===== src/rtl/sr595_pkg.sv =====
// Shared types for the 74HC595 chain driver.
package sr595_pkg;

   typedef enum logic [1:0] {
      SR_IDLE  = 2'd0,
      SR_SHIFT = 2'd1,
      SR_LATCH = 2'd2
   } sr_state_t;

endpackage


===== src/rtl/sr_clk_div.sv =====
// Phase divider: counts 0..CLK_DIV-1 and flags the terminal count; clear restarts from 0.
module sr_clk_div #(
   parameter int CLK_DIV = 4
) (
   input  logic clk,
   input  logic rst_n,
   input  logic clear,
   output logic tick
);

   localparam int CNT_W = $clog2(CLK_DIV + 1);
   localparam logic [CNT_W-1:0] LAST = CNT_W'(CLK_DIV - 1);

   logic [CNT_W-1:0] cnt_q, cnt_d;

   assign tick = (cnt_q == LAST);

   // Next count: restart on clear or terminal count, otherwise advance.
   always_comb begin
      cnt_d = cnt_q;
      if (clear) begin
         cnt_d = '0;
      end else if (tick) begin
         cnt_d = '0;
      end else begin
         cnt_d = cnt_q + CNT_W'(1);
      end
   end

   // Divider count register.
   always_ff @(posedge clk or negedge rst_n) begin
      if (!rst_n) begin
         cnt_q <= '0;
      end else begin
         cnt_q <= cnt_d;
      end
   end

endmodule


===== src/rtl/sr595_chain_driver.sv =====
// Serial driver for a chain of 74HC595 shift registers: shifts a DATA_W word out on
// SER/SRCLK, pulses RCLK to latch it, then strobes done for one cycle.
module sr595_chain_driver
   import sr595_pkg::*;
#(
   parameter int DATA_W    = 8,
   parameter int CLK_DIV   = 4,
   parameter bit LSB_FIRST = 1'b0
) (
   input  logic              clk,
   input  logic              rst_n,
   input  logic [DATA_W-1:0] data_in,
   input  logic              data_valid,
   output logic              data_ready,
   output logic              busy,
   output logic              done,
   output logic              SER,
   output logic              SRCLK,
   output logic              RCLK
);

   localparam int BIT_W = $clog2(DATA_W + 1);
   localparam logic [BIT_W-1:0] LAST_BIT = BIT_W'(DATA_W - 1);

   sr_state_t         state_q, state_d;
   logic [DATA_W-1:0] shreg_q, shreg_d, shifted_s;
   logic [BIT_W-1:0]  bit_cnt_q, bit_cnt_d;
   logic              ser_q, ser_d;
   logic              srclk_q, srclk_d;
   logic              rclk_q, rclk_d;
   logic              done_q, done_d;
   logic              tick_s;
   logic              div_clear_s;

   function automatic logic first_bit(input logic [DATA_W-1:0] w);
      first_bit = LSB_FIRST ? w[0] : w[DATA_W-1];
   endfunction

   // Holding the divider cleared while idle makes every transfer start from a fresh phase.
   assign div_clear_s = (state_q == SR_IDLE);
   assign shifted_s   = LSB_FIRST ? (shreg_q >> 1'd1) : (shreg_q << 1'd1);

   sr_clk_div #(
      .CLK_DIV (CLK_DIV)
   ) u_div (
      .clk   (clk),
      .rst_n (rst_n),
      .clear (div_clear_s),
      .tick  (tick_s)
   );

   // Transfer sequencing: SRCLK doubles as the low/high phase flag within a bit.
   always_comb begin
      state_d   = state_q;
      shreg_d   = shreg_q;
      bit_cnt_d = bit_cnt_q;
      ser_d     = ser_q;
      srclk_d   = srclk_q;
      rclk_d    = rclk_q;
      done_d    = 1'b0;
      case (state_q)
         SR_IDLE: begin
            ser_d     = 1'b0;
            srclk_d   = 1'b0;
            rclk_d    = 1'b0;
            bit_cnt_d = '0;
            if (data_valid) begin
               shreg_d = data_in;
               ser_d   = first_bit(data_in);
               state_d = SR_SHIFT;
            end else begin
               shreg_d = shreg_q;
            end
         end
         SR_SHIFT: begin
            if (tick_s && !srclk_q) begin
               srclk_d = 1'b1;
            end else if (tick_s) begin
               srclk_d   = 1'b0;
               bit_cnt_d = bit_cnt_q + BIT_W'(1);
               if (bit_cnt_q == LAST_BIT) begin
                  ser_d   = 1'b0;
                  rclk_d  = 1'b1;
                  state_d = SR_LATCH;
               end else begin
                  shreg_d = shifted_s;
                  ser_d   = first_bit(shifted_s);
               end
            end else begin
               srclk_d = srclk_q;
            end
         end
         SR_LATCH: begin
            if (tick_s) begin
               rclk_d  = 1'b0;
               done_d  = 1'b1;
               state_d = SR_IDLE;
            end else begin
               rclk_d = 1'b1;
            end
         end
         default: begin
            state_d = SR_IDLE;
            ser_d   = 1'b0;
            srclk_d = 1'b0;
            rclk_d  = 1'b0;
         end
      endcase
   end

   // State, datapath and output registers.
   always_ff @(posedge clk or negedge rst_n) begin
      if (!rst_n) begin
         state_q   <= SR_IDLE;
         shreg_q   <= '0;
         bit_cnt_q <= '0;
         ser_q     <= 1'b0;
         srclk_q   <= 1'b0;
         rclk_q    <= 1'b0;
         done_q    <= 1'b0;
      end else begin
         state_q   <= state_d;
         shreg_q   <= shreg_d;
         bit_cnt_q <= bit_cnt_d;
         ser_q     <= ser_d;
         srclk_q   <= srclk_d;
         rclk_q    <= rclk_d;
         done_q    <= done_d;
      end
   end

   assign data_ready = (state_q == SR_IDLE);
   assign busy       = !data_ready;
   assign done       = done_q;
   assign SER        = ser_q;
   assign SRCLK      = srclk_q;
   assign RCLK       = rclk_q;

endmodule


===== config.mk =====
export PLATFORM = sky130hd
export DESIGN_NAME = sr595_chain_driver
export DESIGN_NICKNAME = d
export VERILOG_FILES = /design/src/rtl/sr595_pkg.sv /design/src/rtl/sr_clk_div.sv /design/src/rtl/sr595_chain_driver.sv
export SDC_FILE = /design/constraint.sdc
export NUM_CORES = 1
export LEC_CHECK = 0
export ABC_AREA = 1
export CELL_PAD_IN_SITES_DETAIL_PLACEMENT = 1
export CELL_PAD_IN_SITES_GLOBAL_PLACEMENT = 1
export CORE_AREA = 2 2 61 57
export CTS_CLUSTER_SIZE = 20
export DETAILED_ROUTE_END_ITERATION = 8
export DIE_AREA = 0 0 63 59
export GPL_ROUTABILITY_DRIVEN = 0
export GPL_TIMING_DRIVEN = 0
export PLACE_DENSITY_LB_ADDON = 0.1
export SETUP_SLACK_MARGIN = 0.3
export SYNTH_ARGS = -nofsm -noshare
export SYNTH_HDL_FRONTEND = slang
export SYNTH_HIERARCHICAL = 1
export SYNTH_SLANG_ARGS = --single-unit
export TNS_END_PERCENT = 50

===== constraint.sdc =====
create_clock -name clk -period 1.7 [get_ports clk]
set_input_delay 0.17 -clock clk [delete_from_list [all_inputs] [get_ports clk]]
set_output_delay 0.17 -clock clk [all_outputs]
set_load 0.02 [all_outputs]

==> impl_metrics.tcl <==
set metrics [dict create \
    cts_root_buf "clkbuf_4" \
    diodes 0 \
    worstPathArrival_ns 1.75 \
    internal-power_mw 1.53 \
    grt_pass1_wl_mm 5.40 \
    cts_tree "done" \
    avgSynthCellArea_sq_um 8.02 \
    ys_top_cells_by_area "dfrtp_1 43%, nand2_1 18%, ha_1 7.5%, inv_1 5.2%, nand4_1 4.8%" \
    ys_ff_latch 20 \
    dpl_worst_slack_ns 0.0368 \
    design_area_sq_um 1690 \
    leakage_nw 0.856 \
    cap_violations 0 \
    combPwrFrac 0.656 \
    post_dp_cell_area_sq_um 1380 \
    rr_worst_depth 9 \
    numPortBuffers 16 \
    core_area_sq_um 3020 \
    setup_tns_ns 0 \
    pin_count 17 \
    clock_power_share 0.081 \
    wl_per_cell_microns 15.7 \
    die_h_microns 59 \
    grt_pass1_vias 1153 \
    die_w_microns 63 \
    cts_hold_buffers 0 \
    hold_viol_final 0 \
    drive_gt1_frac 0.324 \
    fmax_mhz 665 \
    dr.pass1.iters 4 \
    synth_top_cell_area_share 0.431 \
    drc_errors 0 \
    synth_common_cells "56 x nand2_1, 20 x dfrtp_1, 16 x inv_1, 9 x nand4_1, 9 x nor2_1" \
    insertion_delay_ns 0.31 \
    fin_crit_ns 1.50 \
    netlist_instances 145 \
    final_nets 205 \
    crit_type "reg2reg" \
    p_per_area_nw_per_um2 1670 \
    rsz0062_at_grt "true" \
    endpoint_kind "flop" \
    fill_cells 379 \
    routed_via_density 4.98 \
    yosysMostFrequentCell "nand2_1" \
    switching_share 0.458 \
    setup_viol 0 \
    async_flop_share 1.00 \
    track_usage 0.190 \
    antenna_found_initial 0 \
    cts_sinks 20 \
    start_util 0.385 \
    syn-num-nets 163 \
    htree_levels 1 \
    path_clk_slew_ns 0.11 \
    min_path_type "in2async" \
    ys_seq_area_frac 0.431 \
    cp.required_ns 1.95 \
    status "finished, final reports clean" \
    p_seq_frac 0.263 \
    dp_hpwl_mm 2.09 \
    route.vias.total 1130 \
    worst_pin_slew_ns 0.968 \
    peakVddDrop_mv 0.818 \
    ys_warn_count 6 \
    fp-row-count 19 \
    synthFlopType "dfrtp_1" \
    setup_ws_ns 0.197 \
    grt_max_degree 21 \
    power_switching_mw 1.29 \
    fin_total_pwr_mw 2.82 \
    syn_area_sq_um 1160 \
    cp-start-kind "flop" \
    slew_headroom 0.353 \
    syn2layout_area_growth_pct 45.0 \
    grt_overflow 0 \
    path_max_fanout 7 \
    synth_cell_types 20 \
    dieArea_sq_um 3720 \
    drt_iter0_drc 45 \
    cts-buffers-inserted 3 \
    clk_path_buf_depth 2 \
    drv_slew 0 \
    ant_nets 0 \
    fin_crit_sh 0.884 \
    skew_ns 0.00166 \
    routed_wl_mm 3.56 \
    synth_top_cell_by_area "dfrtp_1" \
    synth_edf_count 0 \
]
## through the flow
| step | instances | utilization | hold WS [ns] |
|---|---|---|---|
| 2_1_floorplan | 145 | - | -0.126 |
| 3_3_place_gp | 203 | 0.456 | 0.454 |
| 3_5_place_dp | 203 | 0.456 | 0.460 |
| 4_1_cts | 218 | 0.516 | 0.407 |
| 5_1_grt | 227 | 0.558 | 0.466 |
| 6_report | 227 | 0.558 | 0.389 |
## flip-flops by register name, indices dropped and copies added, names as in the netlist
register and cells:
shreg_q 7, bit_cnt_q 4, u_div/cnt_q 3, state_q 2
RCLK 1, SER 1, SRCLK 1, done 1
## placed cells by master (no fill, tap or decap), drive strengths merged
cell type,n
a21oi,3
buf,26
clkbuf,3
clkdlybuf4s50,13
dfrtp,20
dlygate4sd2,1
ha,7
inv,19
nand2,59
nand3,10
nand4,9
nor2,10
o21ai,5
## layer usage
layer | wire length [microns] | share of wire | GRT usage | vias to the layer above
met4 | 41 | 0.012 | 0.0476 | 0
li1 | - | - | - | 538
met3 | 127 | 0.036 | 0.0437 | 6
met2 | 1920 | 0.54 | 0.333 | 24
met5 | 0 | 0 | 0 | -
met1 | 1470 | 0.41 | 0.239 | 562
## cell families after synthesis
logic type,share of synthesized area
fa+ha+maj,0.0753
buf+inv,0.0915
flops,0.431
simple gates,0.362
compound gates,0.0409
## path summary, 6_finish.rpt
kind                              end  slack, ns        from
setup / recovery           shreg_q[0]       0.20  state_q[0]
hold / removal             state_q[1]       0.39       rst_n
setup reg to reg           shreg_q[0]       0.20  state_q[0]
hold reg to reg            shreg_q[4]       0.49  shreg_q[4]
max in group asynchronous  state_q[0]       0.67       rst_n
min in group clk           shreg_q[4]       0.49  shreg_q[4]
## power groups by stage
| stage | sequential [mW] | combinational (mW) | clock [mW] |
|---|---|---|---|
| 3_3_place_gp | 0.723 | 1.23 | 0 |
| 4_1_cts | 0.728 | 1.57 | 0.240 |
| 2_1_floorplan | 0.741 | 0.893 | 0 |
| 6_report | 0.744 | 1.85 | 0.228 |
| 3_5_place_dp | 0.734 | 1.29 | 0 |
| 5_1_grt | 0.758 | 2.02 | 0.257 |
## layout make-up
cell class / instances / area, sq um / share of cell area
multi-input combinational: 103 / 643 / 0.382
sequential: 20 / 502 / 0.298
timing repair buffer: 37 / 349 / 0.207
inverter: 19 / 78.8 / 0.0468
tap: 42 / 52.6 / 0.0312
buffer: 3 / 37.5 / 0.0223
clock buffer: 3 / 22.5 / 0.0134
## critical path: stages (launching register included)
cell and delay (ns):
dfrtp_2 0.44, buf_12 0.13, ha_4 0.15, buf_8 0.14, inv_8 0.06, nand2_4 0.06
nand2_4 0.08, buf_4 0.14, nand4_1 0.13, nand2_1 0.10
## repair_timing
item	in CTS	in global routing
cloned	1	0
setup endpoints to repair	20	20
pin swaps	3	10
gates resized for setup	20	22
setup buffers	11	9
Power figures use the tool's default switching activity.
